**config.mk**
```make
export PLATFORM = sky130hd
export DESIGN_NAME = mips_gpio_port
export DESIGN_NICKNAME = d
export VERILOG_FILES = /design/src/rtl/mips_gpio_port.sv
export SDC_FILE = /design/constraint.sdc
export NUM_CORES = 1
export LEC_CHECK = 0
export CAP_MARGIN = 20
export CORE_ASPECT_RATIO = 0.9
export CORE_MARGIN = 2
export CORE_UTILIZATION = 35
export CTS_BUF_LIST = sky130_fd_sc_hd__clkbuf_4
export CTS_CLUSTER_DIAMETER = 80
export DETAILED_ROUTE_END_ITERATION = 10
export PLACE_DENSITY_LB_ADDON = 0.12
export RECOVER_POWER = 50
export SYNTH_ARGS = -nofsm -noshare
export SYNTH_HDL_FRONTEND = slang
export SYNTH_SLANG_ARGS = --single-unit
```
**constraint.sdc**
```tcl
create_clock -name clk -period 1.62 [get_ports clk]
set_clock_uncertainty 0.2 [all_clocks]
set_input_delay 0.162 -clock clk [delete_from_list [all_inputs] [get_ports clk]]
set_output_delay 0.162 -clock clk [all_outputs]
set_load 0.005 [all_outputs]
```
**src/rtl/mips_gpio_port.sv**
```systemverilog
// Memory-mapped GPIO for the MIPS data bus: synchronised, debounced switch input,
// CPU-written LED output, and a sticky change flag with optional level interrupt.
module mips_gpio_port #(
    parameter int SW_W            = 9,
    parameter int LED_W           = 10,
    parameter int DEBOUNCE_CYCLES = 4
) (
    input  logic             clk,
    input  logic             rst,
    input  logic [SW_W-1:0]  sw_in,
    output logic [LED_W-1:0] ledr,
    input  logic [1:0]       addr,
    input  logic             we,
    input  logic             re,
    input  logic [31:0]      wdata,
    output logic [31:0]      rdata,
    output logic             irq
);

    localparam int CNT_W = 21;
    localparam logic [CNT_W-1:0] CNT_LAST = CNT_W'(DEBOUNCE_CYCLES - 1);

    localparam logic [1:0] A_SW     = 2'd0;
    localparam logic [1:0] A_LED    = 2'd1;
    localparam logic [1:0] A_STATUS = 2'd2;
    localparam logic [1:0] A_CTRL   = 2'd3;

    logic [SW_W-1:0]  sync1;
    logic [SW_W-1:0]  sync2;
    logic [SW_W-1:0]  candidate;
    logic [CNT_W-1:0] count;
    logic [SW_W-1:0]  sw_stable;
    logic             changed;
    logic             irq_en;

    logic             accept;
    logic             clr_changed;
    logic [31:0]      rd_mux;

    // Only the low LED_W bits of a bus write are ever stored.
    logic unused_wdata;
    assign unused_wdata = ^wdata[31:LED_W];

    // Stage boundary: candidate has been stable for the full window and differs from sw_stable.
    assign accept      = (sync2 == candidate) && !(count < CNT_LAST) && (candidate != sw_stable);
    assign clr_changed = we && (addr == A_STATUS) && wdata[0];

    always_comb begin
        rd_mux = 32'd0;
        case (addr)
            A_SW:     rd_mux = 32'(sw_stable);
            A_LED:    rd_mux = 32'(ledr);
            A_STATUS: rd_mux = {31'd0, changed};
            A_CTRL:   rd_mux = {31'd0, irq_en};
            default:  rd_mux = 32'd0;
        endcase
    end

    always_ff @(posedge clk) begin
        if (rst) begin
            sync1     <= '0;
            sync2     <= '0;
            candidate <= '0;
            count     <= '0;
            sw_stable <= '0;
            changed   <= 1'b0;
            irq_en    <= 1'b0;
            ledr      <= '0;
            rdata     <= 32'd0;
            irq       <= 1'b0;
        end else begin
            // Stage boundary: two-flop synchroniser.
            sync1 <= sw_in;
            sync2 <= sync1;

            // Stage boundary: whole-vector debounce.
            if (sync2 != candidate) begin
                candidate <= sync2;
                count     <= '0;
            end else if (count < CNT_LAST) begin
                count <= count + 1'b1;
            end else if (accept) begin
                sw_stable <= candidate;
            end

            // A new change accepted on the same edge as a clear keeps the flag set.
            if (accept)
                changed <= 1'b1;
            else if (clr_changed)
                changed <= 1'b0;

            if (we && (addr == A_LED))
                ledr <= wdata[LED_W-1:0];
            if (we && (addr == A_CTRL))
                irq_en <= wdata[0];

            // Stage boundary: registered bus read and interrupt.
            if (re)
                rdata <= rd_mux;
            irq <= changed & irq_en;
        end
    end

endmodule

```
==> impl_metrics.yaml, run 1 <==
drt:
  drc: 0
  firstDrtPassIters: 4
  finalWirelength_mm: 6.36
  drt-vias-per-instance: 4.48
  drtAntennaViolNets: 0
  num_vias: 2340
  drt_iter0_drc: 107
  wl_per_cell_um: 12.2
synthesis:
  ys_ff_latch: 80
  synth_edf_count: 0
  ys_types: 33
  synth.largest_area_cell: "dfxtp_1"
  avgSynthCellArea_um2: 9.79
  yosys_warnings: 0
  synthTopCellsByArea: "dfxtp_1, nor2b_1, buf_4"
  synth-seq-area-share_pct: 51.3
  yosys_most_used_dff: "dfxtp_1"
  synth_top_area_share_pct: 51.3
  netlist_instances: 319
  async_flop_share_pct: 0
  netlist_area_um2: 3120
power:
  clkPwrFrac_pct: 36.2
  sw_frac_of_total_pct: 24.7
  ir_drop_v: 0.000401
  p_seq_share_pct: 53.8
  p_comb_share_pct: 10.0
  p_per_area_nw_per_um2: 913
  p_int_uw: 2840
  netSwitchingPower_uw: 929
  p_leak_uw: 0.00179
timing:
  fin_crit_ps: 1830
  setup_slack_ps: -206
  period_share_pct: 113
  maxSlewHeadroom_pct: 59.3
  tns_ps: -5060
  slew_violations: 0
  fmax_ghz: 0.548
  hold_viol: 0
  rsz0062_at_grt: "true"
  worst_pin_slew_ps: 609
  setup_violations: 31
setup_path:
  cp.buffers_inverters: 2
  cp.arrival_ps: 1930
  cp.depth: 7
  critPathMaxFanout: 4
  crit_path_frequent_cell: "buf_4"
  critPathSlowestCell: "dfxtp_4"
  cp_cell_sequence: "xor2_1 > nor4_2 > buf_4 > and4_1 > buf_4 > o31ai_1 > a21oi_1"
  cp_top_family: "flip-flops"
  crit_path_start_kind: "flip-flop"
  required_ps: 1720
  critPathCaptureType: "flip-flop"
  r2r.worst_path.cells: 7
  path_class: "flip-flop to flip-flop"
  slowest_delay_ps: 400
global_routing:
  grt_pass1_wl_mm: 10.5
  grt_overflow: 0
  antenna_found_initial: 0
  grt_pass1_vias: 2191
  globalRouteTotalUtil_pct: 13.6
  grt_max_degree: 39
placement:
  port_buffers: 45
  dpl_cell_area_um2: 3770
  place_hpwl_mm: 4.36
  place_congestion: 0.744
  dp_cells: 492
layout:
  seqCellArea_um2: 1640
  fillCellCount: 824
  final_design_area_no_fill_um2: 4130
  nets: 446
  multi_input_area_um2: 1410
  n_antenna_cell: 0
  drive_gt1_share_pct: 26.6
  stdcell_count: 522
  syn2layout_area_growth_pct: 32.1
clock_network:
  cts_root_buffer: "clkbuf_4"
  clock-sinks: 80
  cts_buffer_depth: 2
  clk_pin_slew_worst_paths_ps: 140
  cts_tree: "built"
  clock_latency_ps: 430
  numCtsBuffers: 9
  htreeDepth: 3
floorplanning:
  chipWidth_um: 104
  io_pins: 90
  die-area_um2: 9700
  start_util_pct: 36.3
  rows: 32
  core_um2: 8610
  die_h_um: 93.6
status:
  violations: "negative setup slack"
  status: "finished, violations left"
job:
  drv_cap: 0
hold_path:
  whs_path_depth: 3
  hold_path.class: "input pin to flip-flop"
## sequential cells by signal (all words and copies together), names as in the netlist
| register | count |
|---|---|
| candidate | 9 |
| sync2 | 9 |
| irq | 1 |
| count | 21 |
| changed | 1 |
| ledr | 10 |
| sw_stable | 9 |
| irq_en | 1 |
| sync1 | 9 |
| rdata | 10 |
## cells in the mapped netlist, types with 9 or more instances
| master | number |
|---|---|
| and2_1 | 18 |
| buf_4 | 24 |
| nor2b_1 | 37 |
| o31ai_1 | 9 |
| nand3_1 | 13 |
| a21oi_1 | 30 |
| nor2_1 | 11 |
| clkbuf_1 | 9 |
| xor2_1 | 14 |
| dfxtp_1 | 80 |
| nand2_1 | 19 |
| nand4_1 | 10 |
## worst register-to-register path, stage by stage (launching register included)
cell	delay [ps]
dfxtp_4	400
xor2_1	220
nor4_2	60
buf_4	140
and4_1	200
buf_4	150
o31ai_1	250
a21oi_1	100
## per-layer routing
layer	part of all wire, %	wire, um	vias up	GRT usage, %
met2	48	3080	45	23.5
met3	4.2	264	5	4.46
met4	1.1	68	0	4.39
met1	46	2950	1099	16.1
li1	-	-	1191	-
met5	0	0	-	0
## through the flow
stage               hold WS [ps]  util [%]  power, uW  worst slack, ps
detailed placement           223      43.8       2410             -291
global placement             221      43.8       2410             -242
global route                41.0      47.9       3960             -292
floorplan                   90.2         -       2290             -103
finish                      73.7      47.9       3770             -206
CTS                         39.9      47.4       3830             -210
## area by class of cell
type | instances | share of cell area (%)
multi-input combinational | 220 | 34.1
sequential | 80 | 39.7
clock inverter | 7 | 2.46
timing repair buffer | 87 | 18.5
clock buffer | 9 | 1.64
tap | 119 | 3.61
## cells in the final DEF (no fill, tap or decap), types with 7 or more instances in the layout
master           count
a21oi_1             29
and2_1              18
buf_4               35
clkbuf_4             9
clkdlybuf4s50_1     23
conb_1              22
dfxtp_1             55
dfxtp_2             23
dlygate4sd2_1       21
mux2_2               8
nand2_1             19
nand3_1             12
nand4_1             10
nor2_1              11
nor2b_1             37
o31ai_1              7
xor2_1              13
## timing repair
item	CTS	global route
buffers inserted	12	0
endpoints found under the setup margin	52	31
gates cloned	1	0
resized for setup	53	10
hold endpoints to repair	11	0
pin swaps	6	5
hold buffers	1	0
## power groups by stage
stage,clock network [uW],registers (uW),logic (uW)
2_1_floorplan,0,2070,220
3_3_place_gp,0,2070,338
3_5_place_dp,0,2080,339
4_1_cts,1430,2030,366
5_1_grt,1520,2030,411
6_report,1360,2030,377
## logic make-up (layout without fill, tap and decap cells)
kind of cell / after synthesis / in the layout / share of synthesized area, %
buffers and inverters: 40 / 103 / 8.05
muxes: 11 / 11 / 4.25
AOI/OAI and AO/OA: 40 / 40 / 7.21
xor gates and xnor gates: 19 / 19 / 5.33
DFF: 80 / 80 / 51.3
other: 1 / 22 / 0.120
adders and majority gates: 1 / 1 / 0.400
and+or+nand+nor: 127 / 127 / 23.4
## path summary, 6_finish.rpt
path / from / to / slack [ps]
worst min-delay path: wdata[9] / ledr[9] / 70
worst min register to register: sync1[3] / sync2[3] / 250
worst max-delay path: candidate[6] / sw_stable[7] / -210
worst max register to register: candidate[6] / sw_stable[7] / -210
Power figures use the tool's default switching activity.
==> run 2: changes to the inputs <==
DONT_BUFFER_PORTS = 1   (was default)
GPL_TIMING_DRIVEN = 0   (was default)
==> run 2 against run 1 <==
The flow still finishes with violations (negative setup slack). Combinational power rose by 11%. Wire length rose by 9.0%. Fmax fell by 4.5%. Die area did not move. Highest routed layer unchanged. Register-to-register slack got worse by 90 ps. Clock-buffer cell count rose by 1. Non-clock buffer count rose by 1. Clock power fell by 14%.
==> impl_metrics.yaml, run 2 (synthesized netlist as in run 1, its figures left out) <==
status:
  status: "finished, violations left"
  violations: "negative setup slack"
layout:
  drive_gt1_share_pct: 24.8
  n_antenna_cell: 0
  seqCellArea_um2: 1620
  multi_input_area_um2: 1510
  largest_reg_flops: 21
  final_design_area_no_fill_um2: 4190
  stdcell_count: 522
  top_regs: "count (21), ledr (10), rdata (10)"
  syn2layout_area_growth_pct: 34.1
  final_cell_mix: "dfxtp_1, nor2b_1, dlygate4sd3_1"
  layout_commonest_cell: "dfxtp_1"
  nets: 447
  regMostFlops: "count"
  fillCellCount: 808
floorplanning:
  io_pins: 90
  die_h_um: 93.6
  core_um2: 8610
  start_util_pct: 36.3
  chipWidth_um: 104
  die-area_um2: 9700
  rows: 32
global_routing:
  grt_overflow: 0
  grt_pass1_wl_mm: 11.2
  grt_max_degree: 14
  antenna_found_initial: 0
  grt_pass1_vias: 2316
  globalRouteTotalUtil_pct: 14.8
placement:
  place_congestion: 0.762
  dp_cells: 459
  place_hpwl_mm: 4.57
  dpl_cell_area_um2: 3370
  place_ws_ps: -368
  port_buffers: 0
clock_network:
  cts_tree: "built"
  numCtsBuffers: 9
  cts_root_buffer: "clkbuf_4"
  clock_latency_ps: 430
  cts_buffer_depth: 2
  clk_pin_slew_worst_paths_ps: 130
  clock-sinks: 80
  htreeDepth: 3
setup_path:
  critPathSlowestCell: "dfxtp_4"
  required_ps: 1800
  critPathCaptureType: "flip-flop"
  regToRegEndpoint: "count[20]"
  critPathMaxFanout: 6
  timing.rr.start: "candidate[6]"
  crit_path_start_kind: "flip-flop"
  slowest_delay_ps: 370
  r2r.worst_path.cells: 7
  cp_cell_sequence: "xor2_1 > nor4_4 > nand4_2 > buf_6 > nor2_4 > buf_4 > and2_1"
  path_class: "flip-flop to flip-flop"
  regToRegSetupSlack_ps: -290
  cp.arrival_ps: 2100
drt:
  drtAntennaViolNets: 0
  num_vias: 2364
  wl_per_cell_um: 13.3
  finalWirelength_mm: 6.93
  firstDrtPassIters: 6
  drt_iter0_drc: 93
  drc: 0
  drt-vias-per-instance: 4.53
power:
  p_int_uw: 2700
  p_per_area_nw_per_um2: 864
  p_comb_share_pct: 11.6
  p_leak_uw: 0.00169
  sw_frac_of_total_pct: 25.4
  p_seq_share_pct: 56.1
  ir_drop_v: 0.000514
  clkPwrFrac_pct: 32.3
  netSwitchingPower_uw: 917
timing:
  rsz0062_at_grt: "true"
  hold_viol: 0
  fmax_ghz: 0.523
  period_share_pct: 118
  setup_violations: 31
  maxSlewHeadroom_pct: 64.7
  setup_slack_ps: -292
  fin_crit_ps: 1910
  worst_pin_slew_ps: 529
  slew_violations: 0
hold_path:
  whs_path_depth: 4
  hp-start: "addr[1]"
  holdPathEnd: "ledr[3]"
  hold_path.class: "input pin to flip-flop"
job:
  drv_cap: 0
[run 2: cell count changes in the layout (fill, tap and decap cells not counted), moves of 3 or more]
cell | previous run | this run
o31ai_2 | 2 | 7
dfxtp_1 | 55 | 71
dlygate4sd2_1 | 21 | 0
dfxtp_2 | 23 | 6
clkbuf_1 | 0 | 7
clkbuf_8 | 0 | 3
buf_6 | 4 | 11
clkdlybuf4s50_1 | 23 | 0
buf_1 | 0 | 3
dlygate4sd3_1 | 1 | 35
nor4_1 | 3 | 0
o31ai_1 | 7 | 2
buf_4 | 35 | 28
[run 2: worst max-delay path by stage]
stage | start | end | slack [ps] | cells after the start
after detailed placement | candidate[6] | sw_stable[4] | -370 | 5
after CTS | candidate[6] | count[12] | -250 | 7
after floorplan | candidate[6] | sw_stable[0] | -100 | 6
after global routing | candidate[7] | count[19] | -410 | 7
after global placement | candidate[1] | sw_stable[6] | -350 | 5
final | candidate[6] | count[20] | -290 | 7
[run 2: power groups by stage]
stage                     Combinational (uW)  Sequential (uW)  Clock, uW
after floorplan                          220             2070          0
after global placement                   265             2080          0
after detailed placement                 266             2080          0
after CTS                                377             2030       1200
after global routing                     464             2040       1290
final                                    420             2030       1170
[run 2: repair_timing]
item | 4_1_cts | 5_1_grt
hold buffers | 36 | 0
resized for setup | 25 | 35
setup buffers | 7 | 2
endpoints found under the setup margin | 31 | 41
pin swaps | 6 | 8
endpoints found under the hold margin | 32 | 0
cloned | 2 | 1
[run 2: metal layers]
layer / up-vias / track usage (%) / routed length, um / part of all wire (%)
li1: 1188 / - / - / -
met1: 1112 / 17.0 / 3080 / 44
met2: 52 / 24.4 / 3330 / 48
met3: 12 / 7.04 / 409 / 5.9
met4: 0 / 4.73 / 108 / 1.6
met5: - / 0 / 0 / 0
[run 2: per-stage QoR]
step           utilization, %  setup TNS (ps)  power (uW)  hold slack [ps]
2_1_floorplan               -            -875        2290             90.2
3_3_place_gp             39.1           -6610        2340             94.9
3_5_place_dp             39.1           -6630        2350             97.6
4_1_cts                  46.8           -7730        3610             67.2
5_1_grt                  48.7          -10790        3790             87.9
6_report                 48.7           -7330        3620              102
[run 2: critical path, delay by kind of cell, from the launching register on]
| kind | cells | cell delay [ps] |
|---|---|---|
| XOR/XNOR | 1 | 180 |
| buffers and inverters | 2 | 330 |
| AND/OR/NAND/NOR | 4 | 790 |
| flip-flops | 1 | 370 |
[run 2: cell type report]
type                    instances  area share [%]
well taps                     119            3.55
flip-flops and latches         80            38.7
clock buffers                  10            1.79
repair buffers                 48            11.6
multi-input cells             220            36.1
clock inverters                 5            1.37
plain buffers                  40            6.93
